<file path="config.mk">
export PLATFORM = sky130hd
export DESIGN_NAME = tlb_op_ctrl
export DESIGN_NICKNAME = d
export VERILOG_FILES = /design/src/rtl/tlb_op_ctrl.sv
export SDC_FILE = /design/constraint.sdc
export NUM_CORES = 1
export LEC_CHECK = 0
export BUFFER_PORTS_ARGS = -buffer_cell sky130_fd_sc_hd__buf_2
export CAP_MARGIN = 30
export CORE_AREA = 2 2 158 160
export CTS_BUF_LIST = sky130_fd_sc_hd__clkbuf_16
export CTS_CLUSTER_SIZE = 30
export DETAILED_ROUTE_END_ITERATION = 12
export DIE_AREA = 0 0 160 162
export GPL_ROUTABILITY_DRIVEN = 0
export PLACE_DENSITY = 0.63
export SETUP_SLACK_MARGIN = 0.3
export SLEW_MARGIN = 15
export SYNTH_ARGS = -nofsm -noshare
export SYNTH_HDL_FRONTEND = slang
export SYNTH_SLANG_ARGS = --single-unit
</file>
<file path="constraint.sdc">
create_clock -name clk -period 2.3 [get_ports clk]
set_input_delay 0.23 -clock clk [delete_from_list [all_inputs] [get_ports clk]]
set_output_delay 0.23 -clock clk [all_outputs]
set_load 0.02 [all_outputs]
</file>
<file path="src/rtl/tlb_op_ctrl.sv">
// tlb_op_ctrl: sequences TLBP/TLBR/TLBWI from WB through drain, TLB access, CP0 write-back and refetch flush
module tlb_op_ctrl #(
   parameter int TLBNUM = 16,
   localparam int IDXW = $clog2(TLBNUM)
) (
   input  logic            clk,
   input  logic            resetn,
   input  logic            op_valid,
   input  logic [1:0]      op_type,
   input  logic [31:0]     op_pc,
   output logic            op_ready,
   input  logic            mem_idle,
   input  logic [31:0]     cp0_entryhi,
   input  logic [31:0]     cp0_index,
   input  logic            d_req,
   input  logic [18:0]     d_vpn2,
   input  logic            d_odd,
   output logic            d_gnt,
   output logic [18:0]     s1_vpn2,
   output logic            s1_odd,
   output logic [7:0]      s1_asid,
   input  logic            s1_found,
   input  logic [IDXW-1:0] s1_index,
   output logic            tlb_we,
   output logic [IDXW-1:0] tlb_w_index,
   output logic [IDXW-1:0] tlb_r_index,
   input  logic [18:0]     r_vpn2,
   input  logic [7:0]      r_asid,
   input  logic            r_g,
   input  logic [19:0]     r_pfn0,
   input  logic [2:0]      r_c0,
   input  logic            r_d0,
   input  logic            r_v0,
   input  logic [19:0]     r_pfn1,
   input  logic [2:0]      r_c1,
   input  logic            r_d1,
   input  logic            r_v1,
   output logic            tlbp_we,
   output logic [31:0]     tlbp_index,
   output logic            tlbr_we,
   output logic [31:0]     tlbr_entryhi,
   output logic [31:0]     tlbr_entrylo0,
   output logic [31:0]     tlbr_entrylo1,
   output logic            busy,
   output logic            flush_req,
   output logic [31:0]     flush_pc
);
   localparam logic [2:0] IDLE = 3'd0, DRAIN = 3'd1, EXEC = 3'd2, RESP = 3'd3, FLUSH = 3'd4;
   localparam logic [1:0] OP_P = 2'b01, OP_R = 2'b10, OP_WI = 2'b11;
   logic [2:0] state, state_n;
   logic [1:0] type_q;
   logic       accept, exec_p, exec_r;
   logic       unused_bits;
   assign unused_bits = ^{cp0_index[31:IDXW], cp0_entryhi[11:8]};
   assign op_ready = state == IDLE;
   assign busy = !op_ready;
   assign accept = op_valid && op_ready && op_type != 2'b00;
   assign exec_p = state == EXEC && type_q == OP_P;
   assign exec_r = state == EXEC && type_q == OP_R;
   // the data side loses the search port only during the TLBP probe cycle
   assign s1_vpn2 = exec_p ? cp0_entryhi[31:13] : d_vpn2;
   assign s1_odd = exec_p ? cp0_entryhi[12] : d_odd;
   assign s1_asid = cp0_entryhi[7:0];
   assign d_gnt = d_req && !exec_p;
   assign tlb_we = state == EXEC && type_q == OP_WI;
   assign tlb_w_index = cp0_index[IDXW-1:0];
   assign tlb_r_index = cp0_index[IDXW-1:0];
   assign tlbp_we = state == RESP && type_q == OP_P;
   assign tlbr_we = state == RESP && type_q == OP_R;
   assign flush_req = state == FLUSH;
   always_comb begin
      state_n = state == IDLE  ? (accept ? DRAIN : IDLE) :
                state == DRAIN ? (mem_idle ? EXEC : DRAIN) :
                state == EXEC  ? RESP :
                state == RESP  ? FLUSH : IDLE;
   end
   always_ff @(posedge clk or negedge resetn) begin
      if (!resetn) begin
         state <= IDLE;
         type_q <= '0;
         flush_pc <= '0;
         tlbp_index <= '0;
         tlbr_entryhi <= '0;
         tlbr_entrylo0 <= '0;
         tlbr_entrylo1 <= '0;
      end else begin
         state <= state_n;
         if (accept) begin
            type_q <= op_type;
            flush_pc <= op_pc + 32'd4;
         end
         if (exec_p) tlbp_index <= {~s1_found, {(31-IDXW){1'b0}}, s1_index};
         if (exec_r) begin
            tlbr_entryhi <= {r_vpn2, 5'b0, r_asid};
            tlbr_entrylo0 <= {6'b0, r_pfn0, r_c0, r_d0, r_v0, r_g};
            tlbr_entrylo1 <= {6'b0, r_pfn1, r_c1, r_d1, r_v1, r_g};
         end
      end
   end
endmodule
</file>
# Word level (Yosys, flattened, before mapping)
# Index checks and enable logic that the tools add are counted.
dict set report word_totals {
  register_bits 121
}
dict set report classes {
  addsub 1
  n_eq_ne 7
  mux 8
  bitwise 1
  reduce_logical 12
}
# op n
set ops {}
lappend ops {{adder 32 x 3 -> 32 bit (second input constant)} 1}
lappend ops {{two-way mux 19 bit} 1}
lappend ops {{two-way mux 3 bit} 4}
lappend ops {{logical AND 1 bit} 8}
lappend ops {{== test 3 x 2 -> 1 bit (second input constant)} 2}
lappend ops {{== test 2 bit (second input constant)} 2}
lappend ops {{== test 3 x 1 -> 1 bit (second input constant)} 1}
lappend ops {{== test 3 bit (second input constant)} 1}
lappend ops {{zero test 3 bit} 1}
lappend ops {{== test 2 x 1 -> 1 bit (second input constant)} 1}
lappend ops {{zero test 1 bit} 2}
lappend ops {{two-way mux 1 bit} 2}
lappend ops {{two-way mux 2 bit} 1}
lappend ops {{nonzero test 2 bit} 1}
lappend ops {{inverter 1 bit} 1}

# Depth between registers and ports, before layout
dict set report logic_depth {
  ltp_word 5
  ltp_mapped 6
  depth_no_buf 5
}

# Worst setup path before layout
# No wires, ideal clock.
dict set report synth_path {
  kind {reg-to-reg}
  from {reg state[1]}
  to {reg flush_pc[13]}
  setup_time_ps 125
  arrival_ps 1963
  required_ps 2175
  setup_slack_ps 213
  stages_incl_launch_ff 6
  synth_period_minus_slack_ps 2087
  path_cell_list {dfrtp_1 -> nor3_1 -> o211a_1 -> buf_2 -> buf_4 -> mux2_2}
}
dict set report synth_via {
  elab_chain_len 3
}
# element line
set synth_lines {}
lappend synth_lines {{start: declaration} 50} ;# logic [2:0] state, state_n;
lappend synth_lines {{start signal: assignment} 87} ;# state <= state_n;
lappend synth_lines {{zero test 3 bit} 55} ;# assign op_ready = state == IDLE;
lappend synth_lines {{named net op_ready} 11} ;# output logic op_ready,
lappend synth_lines {{logical AND 1 bit (2 in series)} 57} ;# assign accept = op_valid && op_ready && op_type != 2'b00;
lappend synth_lines {{end signal: assignment} 90} ;# flush_pc <= op_pc + 32'd4;
lappend synth_lines {{end: declaration} 46} ;# output logic [31:0] flush_pc
# The timed path passes the listed nets, and every way through them passes these cells.
# A chain may end at the register's enable or synchronous reset.

# Worst setup path in the final report
dict set report layout_path {
  from {reg state[1]}
  to {out s1_vpn2[10]}
}
dict set report layout_via {
  elab_chain_len 3
}
# element line
set layout_lines {}
lappend layout_lines {{== test 3 x 2 -> 1 bit} 58} ;# assign exec_p = state == EXEC && type_q == OP_P;
lappend layout_lines {{logical AND 1 bit} 58}
lappend layout_lines {{two-way mux 19 bit} 61} ;# assign s1_vpn2 = exec_p ? cp0_entryhi[31:13] : d_vpn2;
lappend layout_lines {{end: declaration} 19} ;# output logic [18:0] s1_vpn2,
# No other way between the ends.

==> metrics.txt <==
final setup vio count=0; Syn. warnings=0; Yosys top cell area share=50.7%; core area=24100 um^2; crit path kind=reg -> out; Multi-input gate area=2480 um^2; sequential share of power=33.1%; Max-Cap Viols=0; Async S/R FF share, synth=100%; Final ANT Viol Nets=0; area delta synth->final=39.2%; RSZ-0062 raised after global routing=true; Synth top cells by count=dfrtp_1 (120), mux2_2 (86), buf_4 (64), nor2_1 (30), mux2_4 (20); WL per Instance=14.6 um; initial antenna violation count=1; Initial Utilization=24.6%; initial drt markers=237; P_int=0.00686 W; nature of the critical path startpoint=flip-flop; Post-synth EDFFs=0; Post-Syn Area per Cell=12.3 um^2; Peak VDD IR=0.515 mV; post-synthesis mux area share=21.8%; cell taking the most area after synthesis=dfrtp_1; cts bufs inserted=17; # IOs=409; Synth Area in XOR/XNOR=1.92%; most common cell in the netlist=dfrtp_1; post-synthesis register bit count=120; synthesized area=5920 um^2; status=completed; GRT Total Usage=12.2%; grt total ovfl=0; CTS tree=done; min Tclk post-route=2040 ps; Logic pwr share=42.9%; adder-cell share of the synthesized area=0.211%; Hold/Removal Path Class=in -> reg; clk slew on worst S/H paths=60 ps; clock network fraction of design power=24.0%; clock skew=13.9 ps; Vias=4684; largest family of logic cells by synthesized area=multiplexers; Worst Path Arrival=1810 ps; WHS=38.0 ps; via/cell ratio=4.19; worst path required time=2070 ps; ranking of synthesized cells by area=dfrtp_1 (51%), mux2_2 (16%), buf_4 (8.1%); CP Capture Type=output pin; # diodes=0; period utilisation layout=88.5%; Synth cell types=37; pin count of the biggest net entering global routing=66; Hold Violations, Final=0; FILL cells=2496; setup TNS=0 ps; Seq/Total Area, Yosys=50.7%; Psw=0.00446 W; fraction of layout cells with a size suffix above 1=58.8%; Max Buffers Root-to-Sink=2; simple-gate share of the synthesized area=10.2%; Final Slew Violations=0; first-pass GRT wire length=24.7 mm; pwr/cell area=1370 nW/um^2; Most used DFF post-synth=dfrtp_1; register area=3000 um^2; Synth Area in Compound Gates=4.55%; Peak Freq=0.491 GHz; htree depth=4; Port Buffers=304; fin nets=987; Worst Path Max Fanout=13; clk_lat worst skew=420 ps; die area=25900 um^2; root buffer cell=clkbuf_16; LEAKAGE=4.02 nW; DRC violations left=0; Site Rows=57; Mapped Cells=482; clk sinks=120; drt total wl=16.3 mm; vias in the first global route=4417; drt first pass iters=4; DIE HEIGHT=162 um; DP Wirelength=12.4 mm; die width=160 um; switching share of power=39.4%
## worst max-delay path, cell delays in order, from the launching register on
cell and delay, ps:
dfrtp_2 450, nand2b_4 110, nor2_4 50, nand3_4 130, buf_12 150, mux2_2 340, buf_2 160
## per-stage QoR
step | utilization [%] | setup slack (ps) | cells | power, W | instance area [um^2]
floorplan | - | 483 | 525 | 0.00695 | 6080
global placement | 31.2 | 370 | 1076 | 0.00852 | 7510
detailed placement | 31.2 | 345 | 1076 | 0.00860 | 7510
CTS | 34.1 | 246 | 1115 | 0.0115 | 8210
global route | 34.2 | 166 | 1117 | 0.0120 | 8240
finish | 34.2 | 264 | 1117 | 0.0113 | 8240
## power groups by stage
stage          Clock, W  Sequential, W  Combinational (W)
2_1_floorplan         0        0.00503            0.00192
3_3_place_gp          0        0.00373            0.00479
3_5_place_dp          0        0.00378            0.00482
4_1_cts         0.00281        0.00375            0.00491
5_1_grt         0.00294        0.00389            0.00521
6_report        0.00272        0.00375            0.00485
## final timing paths
| path | slack [ps] | cells after the start | end | from |
|---|---|---|---|---|
| max | 260 | 6 | s1_vpn2[10] | state[1]$_DFF_PN0_ |
| min | 40 | 2 | flush_pc[2]$_DFFE_PN0P_ | op_pc[2] |
| max reg2reg | 450 | 3 | tlbr_entryhi[18]$_DFFE_PN0P_ | state[2]$_DFF_PN0_ |
| min reg2reg | 500 | 1 | tlbr_entrylo1[16]$_DFFE_PN0P_ | tlbr_entrylo1[16]$_DFFE_PN0P_ |
| max in group asynchronous | 1330 | 3 | flush_pc[2]$_DFFE_PN0P_ | resetn |
| min in group asynchronous | 320 | 2 | tlbr_entrylo0[21]$_DFFE_PN0P_ | resetn |
## layout make-up
cell class	count	area share, %
flip-flops and latches	120	36.5
multi-input cells	316	30.2
repair buffers	320	21.0
clock buffers	17	5.17
well taps	324	4.92
clock inverters	15	2.01
inverters	5	0.228
## routing by layer
metal,vias up,part of all wire [%],wire length (um),global-route usage [%]
met3,16,8.5,1380,4.60
met4,0,1.0,167,3.40
met5,-,0,0,0
li1,2213,-,-,-
met2,220,48,7860,20.1
met1,2235,42,6940,15.1
## flip-flops by register name, indices dropped and copies added (netlist names)
name           count
tlbr_entryhi      27
flush_pc          32
state              3
type_q             2
tlbr_entrylo1     26
tlbp_index         5
tlbr_entrylo0     25
## kinds of logic (layout without fill, tap and decap cells)
| kind of cell | count (synthesis) | after routing |
|---|---|---|
| flip-flops | 120 | 120 |
| multiplexers | 108 | 108 |
| AND/OR/NAND/NOR | 103 | 103 |
| buffers and inverters | 89 | 357 |
| AO/OA/AOI/OAI | 47 | 47 |
| XOR/XNOR | 13 | 13 |
| adder cells (fa/ha/maj) | 1 | 1 |
| other | 1 | 44 |
## layout by cell type, fill, tap and decap left out, types with 6 or more instances in the layout
cell       netlist  routed
dfrtp_1        120     119
a21oi_1         14      14
o21ai_0         13      13
xnor2_1          6       6
a31oi_1         15      15
and4_1           6       6
and3_1           9       9
nor2_1          30      29
conb_1           1      44
mux2_2          86      86
or3_1           11      11
clkbuf_16        0      17
inv_6            0       6
buf_4           64       9
xor2_1           7       7
mux2_4          20      20
nand4_1          9       9
buf_2           16     303
nand3_1         13      12
nand2_1          8       8
## what timing repair did
| item | CTS | global route |
|---|---|---|
| cloned | 1 | 0 |
| buffers inserted | 4 | 2 |
| hold buffers | 2 | 0 |
| gates resized for setup | 9 | 1 |
| setup endpoints to repair | 21 | 54 |
| endpoints found under the hold margin | 30 | 0 |
Power figures use the tool's default switching activity.
